<file path="src/rtl/prog_seq_det_pkg.sv">
// prog_seq_det_pkg: shared sizing helpers and reset defaults for prog_sequence_detector
package prog_seq_det_pkg;
  localparam logic [3:0] DEF_PATTERN = 4'b1011;
  localparam int DEF_LEN = 4;
  localparam logic DEF_OVERLAP = 1'b0;
  function automatic int len_w(input int pat_w);
    return $clog2(pat_w + 1);
  endfunction
  function automatic logic [31:0] mask_of(input int len);
    logic [31:0] m;
    m = '0;
    for (int i = 0; i < 32; i++) m[i] = (i < len);
    return m;
  endfunction
endpackage

</file>
<file path="src/rtl/prog_sequence_detector_sat_counter.sv">
// sat_counter: saturating up-counter where clear coincident with an increment yields 1
module sat_counter #(
  parameter int W = 8
) (
  input  logic         clk,
  input  logic         reset_n,
  input  logic         inc,
  input  logic         clr,
  output logic [W-1:0] count
);
  logic [W-1:0] count_n;
  always_comb count_n = clr ? W'(inc) : (inc && count != '1) ? count + W'(1) : count;
  always_ff @(posedge clk)
    if (!reset_n) count <= '0;
    else count <= count_n;
endmodule

</file>
<file path="src/rtl/prog_sequence_detector.sv">
// prog_sequence_detector: runtime-programmable serial pattern detector with saturating match count
// Optional sticky detected flag built when SEQDET_STICKY_EN is defined; otherwise detected is tied 0.
module prog_sequence_detector
  import prog_seq_det_pkg::*;
#(
  parameter int PAT_W = 4,
  parameter int CNT_W = 8,
  parameter logic [PAT_W-1:0] RST_PATTERN = PAT_W'(DEF_PATTERN),
  parameter int RST_LEN = DEF_LEN,
  parameter logic RST_OVERLAP = DEF_OVERLAP,
  localparam int LEN_W = len_w(PAT_W)
) (
  input  logic             clk,
  input  logic             reset_n,
  input  logic             in_valid,
  input  logic             in_bit,
  input  logic             cfg_load,
  input  logic [PAT_W-1:0] cfg_pattern,
  input  logic [LEN_W-1:0] cfg_len,
  input  logic             cfg_overlap,
  input  logic             count_clr,
  output logic             match,
  output logic [CNT_W-1:0] match_count,
  output logic             detected
);
  logic [PAT_W-1:0] hist, hist_n, pattern, mask;
  logic [LEN_W-1:0] fill, fill_n, len, len_clamped;
  logic overlap, hit;
  always_comb begin
    hist_n = {hist[PAT_W-2:0], in_bit};
    fill_n = (fill == LEN_W'(PAT_W)) ? fill : fill + LEN_W'(1);
    mask = PAT_W'(mask_of(int'(len)));
    len_clamped = (cfg_len > LEN_W'(PAT_W)) ? LEN_W'(PAT_W) : cfg_len;
    hit = in_valid && !cfg_load && len != '0 && fill_n >= len && ((hist_n ^ pattern) & mask) == '0;
  end
  always_ff @(posedge clk)
    if (!reset_n) begin
      hist <= '0;
      fill <= '0;
      match <= 1'b0;
      pattern <= RST_PATTERN;
      len <= LEN_W'(RST_LEN);
      overlap <= RST_OVERLAP;
    end else if (cfg_load) begin
      hist <= '0;
      fill <= '0;
      match <= 1'b0;
      pattern <= cfg_pattern;
      len <= len_clamped;
      overlap <= cfg_overlap;
    end else if (in_valid) begin
      hist <= hist_n;
      fill <= (hit && !overlap) ? '0 : fill_n;
      match <= hit;
    end else match <= 1'b0;
  sat_counter #(.W(CNT_W)) u_count (
    .clk(clk),
    .reset_n(reset_n),
    .inc(hit),
    .clr(count_clr),
    .count(match_count)
  );
`ifdef SEQDET_STICKY_EN
  // a hit wins over a coincident clear so the flag never misses a detection
  always_ff @(posedge clk)
    if (!reset_n) detected <= 1'b0;
    else detected <= hit || (detected && !count_clr);
`else
  assign detected = 1'b0;
`endif
endmodule

</file>
<file path="config.mk">
export PLATFORM = sky130hd
export DESIGN_NAME = prog_sequence_detector
export DESIGN_NICKNAME = d
export VERILOG_FILES = /design/src/rtl/prog_seq_det_pkg.sv /design/src/rtl/prog_sequence_detector_sat_counter.sv /design/src/rtl/prog_sequence_detector.sv
export SDC_FILE = /design/constraint.sdc
export NUM_CORES = 1
export LEC_CHECK = 0
export ABC_AREA = 1
export CAP_MARGIN = 10
export CORE_MARGIN = 10
export CORE_UTILIZATION = 45
export DETAILED_ROUTE_END_ITERATION = 10
export HOLD_SLACK_MARGIN = 0.06
export PLACE_DENSITY = 0.74
export SYNTH_ARGS = -nofsm -noshare
export SYNTH_HDL_FRONTEND = slang
export SYNTH_SLANG_ARGS = --single-unit
export TNS_END_PERCENT = 10
</file>
<file path="constraint.sdc">
create_clock -name clk -period 2.4 [get_ports clk]
set_input_delay 0.36 -clock clk [delete_from_list [all_inputs] [get_ports clk]]
set_output_delay 0.36 -clock clk [all_outputs]
set_load 0.02 [all_outputs]
</file>
Word level (Yosys, flattened, before mapping)

Index checks and enable logic that the tools add are counted.

$add $sub $neg: 2
Order comparisons: 6
Equal/unequal tests: 2
Muxes and demuxes: 5
Bitwise operators: 4
Reduce and logical (&&, ||, !) cells: 14

Operators with widths:

| operator                                                            | count |
|---|---|
| 3-bit two-way mux                                                   | 3 |
| 8-bit by 1-bit adder with 8-bit output, second input constant       | 1 |
| 8-bit inequality test, second input constant                        | 1 |
| 1-bit logical AND                                                   | 6 |
| 1-bit by 3-bit < comparator with 1-bit output, first input constant | 2 |
| 2-bit by 3-bit < comparator with 1-bit output, first input constant | 2 |
| 4-bit bitwise AND                                                   | 1 |
| 4-bit logical NOT                                                   | 1 |
| 2-bit OR reduction                                                  | 2 |
| 4-bit bitwise XOR                                                   | 1 |
| 3-bit by 1-bit adder with 3-bit output, second input constant       | 1 |
| 3-bit equality test, second input constant                          | 1 |
| 3-bit >= comparator                                                 | 1 |
| 3-bit > comparator, second input constant                           | 1 |
| 3-bit nonzero test                                                  | 1 |
| 3-bit OR reduction                                                  | 1 |
| 1-bit logical NOT                                                   | 2 |
| 1-bit two-way mux                                                   | 2 |
| 1-bit inverter                                                      | 2 |
| 2-bit nonzero test                                                  | 1 |

Register bits: 23
Bits of input ports: 14
Output and inout bits: 10
Word-level logic and storage cells: 41

Logic depth before layout (Yosys ltp)

Gate-level depths: netlist of the first run.

Depth in word-level cells: 8
Gate-level depth with buffers: 17
Gate-level depth less buffers: 16

Cells and area by module

Synthesis of the first run repeated with hierarchy kept, for this count alone.

Cells, all modules: 190
Area, all modules: 1297.5 um^2

Modules (own cells, without submodules):

| module                 | instances | cells each | area an instance (um^2) | seq. area each (um^2) |
|---|---|---|---|---|
| prog_sequence_detector | 1         | 118        | 809.5                   | 300.3 |
| sat_counter            | 1         | 72         | 488.0                   | 160.2 |

Worst setup path after synthesis of the first run

No wires, ideal clock.

Kind: reg-to-reg
Start point: register fill[0]
End point: register u_count.count[0]
Setup time: 116 ps
Arrival: 1818 ps
Data required time: 2284 ps
Slack: 466 ps
Stages on the path, launching flop included: 17
Buffers on the path: 1
Clock period less this slack: 1934 ps
Path through: dfxtp_1 -> inv_1 -> ha_1 -> nand2_1 -> xor2_1 -> inv_1 -> ha_1 -> inv_1 -> nand2_1 -> nand2_1 -> nand2_1 -> nand2_1 -> nor2_4 -> buf_6 -> nand4_1 -> nand2_1 -> nor2_2

Word-level cells in the longest chain between the ends: 7
Elaborated cells on any way between the ends: 9
Classes of those cells: add/sub (1); order compare (1); eq/ne (1); mux (2); reduce/logical (4)

RTL lines:

| what                                                                          | RTL line                                 | text |
|---|---|---|
| start: declaration                                                            | prog_sequence_detector.sv:27             | `logic [LEN_W-1:0] fill, fill_n, len, len_clamped;` |
| start signal: assignment                                                      | prog_sequence_detector.sv:53             | `fill <= (hit && !overlap) ? '0 : fill_n;` |
| 3-bit by 1-bit adder with 3-bit output or 3-bit equality test (tied branches) | prog_sequence_detector.sv:31             | `fill_n = (fill == LEN_W'(PAT_W)) ? fill : fill + LEN_W'(1);` |
| 3-bit two-way mux *                                                           | prog_sequence_detector.sv:31             |  |
| 3-bit >= comparator *                                                         | prog_sequence_detector.sv:34             | `hit = in_valid && !cfg_load && len != '0 && fill_n >= len && ((hist_n ^ pattern) & mask) == '0;` |
| 1-bit logical AND * (2 in a row)                                              | prog_sequence_detector.sv:34             |  |
| 1-bit logical AND                                                             | prog_sequence_detector_sat_counter.sv:12 | `always_comb count_n = clr ? W'(inc) : (inc && count != '1) ? count + W'(1) : count;` |
| 2-bit nonzero test (no source line)                                           | --                                       |  |
| end signal: assignment                                                        | prog_sequence_detector_sat_counter.sv:15 | `else count <= count_n;` |
| end: declaration                                                              | prog_sequence_detector_sat_counter.sv:9  | `output logic [W-1:0] count` |

Every way passes the cells marked *; elsewhere a longest branch is shown, timed or not.
A chain may end at the register's enable or synchronous reset.

Worst setup path after layout of the first run

Start point: register fill[0]
End point: register u_count.count[1]

Word-level cells in the longest chain between the ends: 6
Elaborated cells on any way between the ends: 7
Classes of those cells: add/sub (1); order compare (1); eq/ne (1); mux (1); reduce/logical (3)

RTL lines:

| what                                                                          | RTL line |
|---|---|
| 3-bit by 1-bit adder with 3-bit output or 3-bit equality test (tied branches) | prog_sequence_detector.sv:31 |
| 3-bit two-way mux *                                                           | prog_sequence_detector.sv:31 |
| 3-bit >= comparator *                                                         | prog_sequence_detector.sv:34 |
| 1-bit logical AND * (2 in a row)                                              | prog_sequence_detector.sv:34 |
| 1-bit logical AND *                                                           | prog_sequence_detector_sat_counter.sv:12 |

Marks and branches as above.

==> metrics.cfg, run 1 <==
[worst_setup_path]
crit_fanout = 13
crit_slowest_cell = dfxtp_1
path_cells = inv_1 -> ha_1 -> nand2_1 -> xor2_1 -> inv_1 -> ha_1 -> inv_1 -> nand2_1 -> nand2_1 -> nand2_1 -> nand2_1 -> nor2_4 -> nand3_2 -> nand2_1 -> a21oi_1
crit_type = reg -> reg
cp.arrival_ns = 2.50
worst_path_largest_cell_delay_ns = 0.40
critical_path_required_ns = 2.61
cp-end-kind = flip-flop
cp_common_cell = nand2_1
start_kind = flip-flop

[synthesis]
synth-simple-area-share_pct = 33.5
ys_ff_latch = 23
synth.avg_cell_area_um2 = 6.96
synthTopCellsByArea = dfxtp_1, nand2_1, inv_1, a21oi_1, ha_1
netlist_instances = 189
synth_cell_types = 22
synth_fa_ha_area_share_pct = 5.70
yosysTopAreaCell = dfxtp_1
synth_area_mm2 = 0.00132
syn_nets = 209
synth_xor_area_share_pct = 2.66
yosysWarningCount = 0
synth.mux.area_fraction_pct = 0
synth_compound_area_share_pct = 12.3
synth_top_area_share_pct = 35.0
yosysSeqAreaShare_pct = 35.0
synth_top_family_by_area = simple AND/OR/NAND/NOR gates

[worst_hold_path]
worstHoldPathType = reg -> reg

[final_layout]
syn_to_final_growth_pct = 20.0
drive_above_1_share_pct = 8.49
nNetsFinal = 233
fill_cells = 281
antenna_cells_inserted = 0
fin_area_mm2 = 0.00158

[pwr]
power_uw = 717
switching_share_pct = 28.6
total_leakage_power_nw = 0.657
p_seq_share_pct = 56.4
internal_power_uw = 512
pwr_density_cell_mw_per_mm2 = 454
pwr-share-comb_pct = 17.5
vdd_drop_max_uv = 350
pwr-share-clk_pct = 26.1
p_sw_uw = 205

[placed_design]
dp_hpwl_um = 2510
globalplace.congestion = 0.875
place_area_mm2 = 0.00155
portBuffers = 22

[floorplan]
coreArea_mm2 = 0.00278
rows = 19
die_h_um = 74.1
chipWidth_um = 74.1
num_io_pins = 24
start_util_pct = 47.3
design.die.area_mm2 = 0.00549

[timing]
rsz0062_at_grt = yes
fin_crit_sh_pct = 95.3
drv_slew = 0
setup_viol = 0
fin_crit_ns = 2.29
hold_viol_final = 0
clock-skew-final_ns = 0.0137
max_freq_mhz = 437
final.setup.tns_ns = 0

[drt]
dr.pass1.iters = 4
wl_per_cell_um = 13.0
route.detailed.drc = 0
viasPerCell = 5.14
wirelength_um = 3160
detail-route-antenna-nets = 0
vias = 1249
drt_iter0_markers = 85

[grt]
antenna_found_initial = 0
grt-ovfl-total = 0
grt_pass1_wl_um = 5410
grt_pass1_vias = 1197
grt_max_degree = 14
grt_usage_pct = 12.1

[status]
status = completed

[clocking]
clk_pin_slew_worst_paths_ns = 0.12
clock_latency_ns = 0.33
h-tree-depth = 1
post_cts_resized = 0
cts-root-buf = clkbuf_4
cts_tree = built
cts.sinks = 23
cts_hold_buf = 0
cts_setup_buffers = 0
cts_buffer_depth = 2
cts-buffers-inserted = 3

[job]
max_cap_violations = 0

-- metal layers --
layer  GRT usage [%]  up-vias  share of wire [%]
li1                -      652                  -
met1            15.0      572                 47
met2            19.1       20                 46
met3            3.99        5                5.7
met4            4.14        0                1.3
met5               0        -                  0
-- state kept, by name, indices dropped and copies added (netlist names) --
name           count
u_count.count      8
pattern            4
len                3
hist               3
match              1
overlap            1
fill               3
-- critical path: cells and delay by family (launching register included) --
| kind | cells | cell delay (ns) |
|---|---|---|
| flops | 1 | 0.40 |
| xor+xnor | 1 | 0.21 |
| simple gates | 8 | 0.89 |
| fa+ha+maj | 2 | 0.47 |
| buf+inv | 3 | 0.16 |
| compound gates | 1 | 0.06 |
-- per-stage QoR --
step | std cells | setup WS, ns | hold WS [ns] | utilization (%)
2_1_floorplan | 189 | 0.466 | 0.434 | -
3_3_place_gp | 239 | 0.241 | 0.467 | 55.8
3_5_place_dp | 239 | 0.147 | 0.471 | 55.8
4_1_cts | 243 | 0.126 | 0.489 | 56.8
5_1_grt | 243 | -0.0572 | 0.511 | 56.8
6_report | 243 | 0.113 | 0.483 | 56.8
-- synth_stat cells --
library cell and instances:
clkinv_2 1, ha_1 6, a21oi_1 17, nor2_4 2
xor2_1 4, conb_1 1, o21ai_0 14, inv_1 26
nand3b_1 3, buf_4 3, clkbuf_1 1, o22ai_1 1
dfxtp_1 23, nor2_2 3, nand2_2 3, nand4_1 9
nand2_1 45, nand3_1 8, buf_6 1, nor3_2 1
nor2_1 14, nand3_2 3
-- area by class of cell --
cell class	count	area, µm²	area share, %
Clock buffer	4	26.3	1.66
Inverter	27	103	6.50
Multi-Input combinational cell	134	716	45.3
Sequential cell	23	460	29.2
Tap cell	31	38.8	2.46
Timing Repair Buffer	24	235	14.9
-- cells in the final DEF (no fill, tap or decap), types with 4 or more instances in the layout --
master            n
nand2_1          45
o21ai_0          14
inv_1            26
clkdlybuf4s50_1  22
nand4_1           9
nor2_1           14
a21oi_1          17
ha_1              6
xor2_1            4
dfxtp_1          23
nand3_1           8
-- cell families (layout without fill, tap and decap cells) --
| group | count (synthesis) | count (layout) |
|---|---|---|
| and+or+nand+nor | 91 | 91 |
| AOI/OAI and AO/OA | 32 | 32 |
| other | 1 | 1 |
| buffers and inverters | 32 | 55 |
| DFF | 23 | 23 |
| xor gates and xnor gates | 4 | 4 |
| adders and majority gates | 6 | 6 |
-- power groups by stage --
stage | clock network (mW) | logic [mW] | registers [mW]
5_1_grt | 0.207 | 0.141 | 0.407
4_1_cts | 0.192 | 0.125 | 0.404
2_1_floorplan | 0 | 0.0861 | 0.410
6_report | 0.187 | 0.125 | 0.404
3_3_place_gp | 0 | 0.119 | 0.412
3_5_place_dp | 0 | 0.124 | 0.413
-- worst paths after layout --
kind,slack [ns],from,depth (start not counted),endpoint
hold / removal,0.48,overlap,2,overlap
setup / recovery,0.11,fill[0],15,u_count.count[1]
hold reg to reg,0.48,overlap,2,overlap
setup reg to reg,0.11,fill[0],15,u_count.count[1]
Note: power is estimated with default switching activity, not from simulation.
==> inputs of run 2 (changes only) <==
Settings changed: SETUP_SLACK_MARGIN from default to 0.15, SLEW_MARGIN from default to 20.
==> metrics.cfg, run 2 (same netlist as run 1, synthesis figures left out) <==
[floorplan]
design.die.area_mm2 = 0.00549  ; unchanged
rows = 19  ; unchanged
num_io_pins = 24  ; unchanged
die_h_um = 74.1  ; unchanged
chipWidth_um = 74.1  ; unchanged
coreArea_mm2 = 0.00278  ; unchanged
start_util_pct = 47.3  ; unchanged

[worst_setup_path]
crit_slowest_cell = dfxtp_4
path_cells = inv_1 -> ha_1 -> nand2_2 -> xor2_2 -> inv_1 -> ha_1 -> inv_1 -> nand2_1 -> nand2_1 -> nand2_1 -> nand2_1 -> nor2_4 -> buf_4 -> nand3b_1 -> nand2_1 -> inv_1 -> nor2_1
cp_common_cell = nand2_1
reg2reg_slack_ns = 0.29  ; +0.18 ns
start_kind = flip-flop
path_buf_inv = 5  ; +2
crit_type = reg -> reg
cp-end-kind = flip-flop
cp.arrival_ns = 2.39  ; -0.11 ns
critical_path_required_ns = 2.68  ; +0.07 ns
regToRegStartpoint = fill[0]
cp_top_family = simple AND/OR/NAND/NOR gates
r2r-end = u_count.count[6]
worstRegToRegCells = 17  ; +2
crit_fanout = 7  ; -6
worst_path_largest_cell_delay_ns = 0.39  ; about the same

[final_layout]
regMostFlops = u_count.count
largest_reg_flops = 8  ; unchanged
fin_util_pct = 59.2  ; +2.4 points
syn_to_final_growth_pct = 25.1
antenna_cells_inserted = 0  ; unchanged
layout_commonest_cell = nand2_1
drive_above_1_share_pct = 13.8  ; +5.3 points
top_regs = u_count.count (8), pattern (4)
mostFrequentLayoutCells = nand2_1, inv_1, clkdlybuf4s50_1, dfxtp_1, a21oi_1
nNetsFinal = 238  ; +2.1%

[drt]
viasPerCell = 5.19  ; +0.89%
route.detailed.drc = 0  ; unchanged
drt_iter0_markers = 101  ; +19%
wl_per_cell_um = 13.1  ; +0.53%
wirelength_um = 3240  ; +2.6%
dr.pass1.iters = 4  ; unchanged
detail-route-antenna-nets = 0  ; unchanged
vias = 1286  ; +3.0%

[timing]
clock-skew-final_ns = 0.0127  ; -0.000968 ns
fin_crit_ns = 2.11  ; -0.176 ns
max_freq_mhz = 474  ; +8.3%
drv_slew = 0  ; unchanged
rsz0062_at_grt = yes
setup_viol = 0  ; unchanged
fin_crit_sh_pct = 88.0  ; -7.3 points
hold_viol_final = 0  ; unchanged
final.setup.tns_ns = 0  ; unchanged

[placed_design]
globalplace.congestion = 0.875  ; unchanged
portBuffers = 22  ; unchanged
dp_hpwl_um = 2510  ; unchanged

[pwr]
pwr_density_cell_mw_per_mm2 = 445  ; -2.0%
total_leakage_power_nw = 0.688  ; +4.7%
internal_power_uw = 523  ; +2.2%
pwr-share-comb_pct = 19.2  ; +1.7 points
vdd_drop_max_uv = 349  ; -0.14%
pwr-share-clk_pct = 25.6  ; -0.5 points
p_seq_share_pct = 55.2  ; -1.2 points
p_sw_uw = 210  ; +2.3%
switching_share_pct = 28.6  ; +0.030 points

[grt]
grt_pass1_vias = 1232  ; +2.9%
grt_pass1_wl_um = 5520  ; +2.1%
grt_usage_pct = 12.3  ; +0.24 points
grt-ovfl-total = 0  ; unchanged
antenna_found_initial = 0  ; unchanged
grt_max_degree = 14  ; unchanged

[status]
status = completed

[job]
max_cap_violations = 0  ; unchanged

[clocking]
cts.sinks = 23  ; unchanged
cts-root-buf = clkbuf_4
clock_latency_ns = 0.33  ; about the same
cts_tree = built
cts-buffers-inserted = 3  ; unchanged
h-tree-depth = 1  ; unchanged
cts_buffer_depth = 2  ; unchanged
clk_pin_slew_worst_paths_ns = 0.13  ; about the same
cts_hold_buf = 0  ; unchanged

[worst_hold_path]
worstHoldPathType = reg -> reg
hold_start = overlap
min_to = overlap
min_path_cells = 2  ; unchanged

==> run 2: cell types whose count changed in the layout (fill, tap and decap cells not counted), moves of 2 or more <==
cell and change:
buf_4 +4, a21oi_1 -2, a21oi_2 +2, dfxtp_1 -2
==> run 2: worst max path at each step <==
stage | endpoint | startpoint | cells past startpoint
finish | u_count.count[6] | fill[0] | 17
global route | u_count.count[0] | fill[0] | 17
CTS | u_count.count[7] | fill[0] | 15
detailed placement | u_count.count[1] | fill[0] | 15
global placement | u_count.count[2] | fill[0] | 15
floorplan | u_count.count[0] | fill[0] | 16
==> run 2: what timing repair did <==
item,4_1_cts,5_1_grt
pin swaps,1,3
resized for setup,0,10
endpoints found under the setup margin,9,12
buffers inserted,3,2
==> run 2: cell type report <==
class	count	area, µm²
repair buffers	29	277
clock buffers	4	26.3
multi-input cells	134	737
flip-flops and latches	23	465
fillers	277	1130
well taps	31	38.8
inverters	27	103
==> run 2: worst min-delay path, cell delays in order, from the launching register on <==
cell     delay (ns)
dfxtp_1        0.32
inv_1          0.07
a21oi_1        0.07
==> run 2: through the flow <==
stage	power (mW)	instances	instance area (µm²)	hold slack, ns	setup WS [ns]
global route	0.772	248	1650	0.511	0.121
CTS	0.728	246	1600	0.489	0.190
floorplan	0.496	189	1320	0.434	0.466
detailed placement	0.537	239	1550	0.471	0.147
global placement	0.531	239	1550	0.467	0.241
finish	0.733	248	1650	0.485	0.289
==> run 2: layer usage <==
layer	track usage (%)	share of wire (%)	vias up
met5	0	0	-
met2	19.8	47	35
met3	3.99	7.7	5
met1	15.0	44	584
met4	4.55	1.2	0
li1	-	-	662
==> run 2: power by group through the flow <==
stage	Sequential (mW)	Combinational, mW	Clock, mW
2_1_floorplan	0.410	0.0861	0
3_5_place_dp	0.413	0.124	0
4_1_cts	0.404	0.132	0.192
6_report	0.404	0.141	0.188
3_3_place_gp	0.412	0.119	0
5_1_grt	0.407	0.158	0.207
==> inputs of run 3 (changes only) <==
Settings changed: CORE_MARGIN 10 to default, REMOVE_ABC_BUFFERS from default to 1.
==> metrics.cfg, run 3 (same netlist as run 1, synthesis figures left out) <==
[final_layout]
antenna_cells_inserted = 0  ; unchanged
regMostFlops = u_count.count
drive_above_1_share_pct = 13.8  ; unchanged
mostFrequentLayoutCells = nand2_1, inv_1, clkdlybuf4s50_1, dfxtp_1, a21oi_1
layout_commonest_cell = nand2_1
syn_to_final_growth_pct = 25.2  ; about the same
nNetsFinal = 238  ; unchanged
fin_area_mm2 = 0.00165  ; about the same
fill_cells = 246  ; -11%
largest_reg_flops = 8  ; unchanged
top_regs = u_count.count (8), pattern (4)

[worst_setup_path]
r2r-end = u_count.count[4]
start_kind = flip-flop
cp.arrival_ns = 2.33  ; -0.06 ns
crit_fanout = 6  ; -1
crit_slowest_cell = dfxtp_4
regToRegStartpoint = fill[0]
critical_path_required_ns = 2.67  ; about the same
worstRegToRegCells = 15  ; -2
path_cells = inv_2 -> ha_2 -> nand2_2 -> xor2_2 -> inv_1 -> ha_1 -> inv_1 -> nand2_1 -> nand2_1 -> nand2_1 -> nand2_2 -> nor2_4 -> buf_6 -> nand4_1 -> a21oi_1
cp_common_cell = nand2_1
reg2reg_slack_ns = 0.34  ; +0.05 ns
crit_type = reg -> reg
worst_path_largest_cell_delay_ns = 0.38  ; about the same
cp-end-kind = flip-flop
crit_start = fill[0]
cp_top_family = simple AND/OR/NAND/NOR gates
path_buf_inv = 4  ; -1

[floorplan]
coreArea_mm2 = 0.00276  ; -0.85%
rows = 19  ; unchanged
num_io_pins = 24  ; unchanged
chipWidth_um = 56.1  ; -24%
design.die.area_mm2 = 0.00315  ; -43%
start_util_pct = 47.7  ; +0.41 points
die_h_um = 56.1  ; -24%

[placed_design]
dp_hpwl_um = 2300  ; -8.3%
globalplace.congestion = 0.849  ; -3.0%
portBuffers = 22  ; unchanged
place_area_mm2 = 0.00155  ; unchanged
place_ws_ns = 0.160  ; +0.0129 ns

[grt]
grt_pass1_wl_um = 5220  ; -5.5%
top_usage_layer = met2
grt_use_met3_pct = 2.09  ; -1.9 points
grt-ovfl-total = 0  ; unchanged
grt_max_degree = 14  ; unchanged
grt_pass1_vias = 1252  ; +1.6%
antenna_found_initial = 0  ; unchanged
grt_usage_pct = 21.1  ; +8.8 points
grt_use_met1_pct = 26.3  ; +11 points
grt_use_met2_pct = 36.4  ; +17 points

[worst_hold_path]
hold_start = pattern[2]
worstHoldPathType = reg -> reg
min_to = pattern[2]
min_path_cells = 2  ; unchanged

[timing]
rsz0062_at_grt = no
fin_crit_sh_pct = 85.8  ; -2.2 points
fin_crit_ns = 2.06  ; -0.0528 ns
hold_viol_final = 0  ; unchanged
relSlewSlack_pct = 66.6
setup_viol = 0  ; unchanged
fin_ws_ns = 0.342  ; +0.0528 ns
tightest_slew_ns = 0.500
max_freq_mhz = 486  ; +2.6%
final.setup.tns_ns = 0  ; unchanged
clock-skew-final_ns = 0.00440  ; -0.00829 ns
drv_slew = 0  ; unchanged

[drt]
viasPerCell = 5.34  ; +3.0%
drt_iter0_markers = 44  ; -56%
wl_per_cell_um = 12.8  ; -2.1%
dr.pass1.iters = 4  ; unchanged
wirelength_um = 3180  ; -2.1%
detail-route-antenna-nets = 0  ; unchanged
route.detailed.drc = 0  ; unchanged
vias = 1324  ; +3.0%

[clocking]
cts-root-buf = clkbuf_4
clock_latency_ns = 0.33  ; about the same
cts_buffer_depth = 2  ; unchanged
cts_hold_buf = 0  ; unchanged
h-tree-depth = 1  ; unchanged
clk_pin_slew_worst_paths_ns = 0.14  ; about the same
cts.sinks = 23  ; unchanged
cts_tree = built
cts-buffers-inserted = 3  ; unchanged

[pwr]
vdd_drop_max_uv = 368  ; +5.4%
pwr_density_cell_mw_per_mm2 = 451  ; +1.4%
total_leakage_power_nw = 0.686  ; -0.19%

[status]
status = completed

[job]
max_cap_violations = 0  ; unchanged

run 3: report_power, final:
| group | switching, mW | leakage (nW) | total [mW] | internal [mW] |
|---|---|---|---|---|
| Sequential | 0.00913 | 0.189 | 0.404 | 0.394 |
| Combinational | 0.0784 | 0.482 | 0.143 | 0.0647 |
| Clock | 0.132 | 0.0150 | 0.197 | 0.0654 |
| Total | 0.219 | 0.686 | 0.744 | 0.524 |
run 3: how the worst max path moves through the flow:
stage,depth (start not counted),end
5_1_grt,17,u_count.count[6]
2_1_floorplan,15,u_count.count[2]
3_3_place_gp,15,u_count.count[5]
3_5_place_dp,15,u_count.count[1]
4_1_cts,15,u_count.count[4]
6_report,15,u_count.count[4]
run 3: stage by stage:
| step | std cells | util, % | total power, mW | hold slack [ns] |
|---|---|---|---|---|
| detailed placement | 239 | 56.3 | 0.535 | 0.470 |
| CTS | 245 | 57.8 | 0.727 | 0.492 |
| global route | 248 | 59.8 | 0.777 | 0.539 |
| finish | 248 | 59.8 | 0.744 | 0.490 |
| floorplan | 184 | - | 0.486 | 0.434 |
| global placement | 239 | 56.3 | 0.530 | 0.462 |
run 3: per-layer routing:
metal  vias to the layer above  wire [µm]
li1                        672          -
met1                       609       1420
met2                        36       1580
met3                         7        102
met4                         0         75
met5                         -          0
run 3: cell type report:
cell class | instances | area [µm²] | share of cell area, %
clock buffer | 4 | 26.3 | 1.59
inverter | 27 | 103 | 6.23
multi-input combinational | 134 | 731 | 44.3
sequential | 23 | 465 | 28.2
tap | 31 | 38.8 | 2.35
timing repair buffer | 29 | 284 | 17.2
run 3: what timing repair did:
action,CTS,global route
gates resized for setup,0,12
endpoints found under the hold margin,0,0
pin swaps,1,7
setup buffers,2,3
setup endpoints to repair,3,11
run 3: tightest hold or removal path, stage by stage (launching register included):
cell and delay (ns):
dfxtp_1 0.33, inv_1 0.06, a21oi_1 0.06
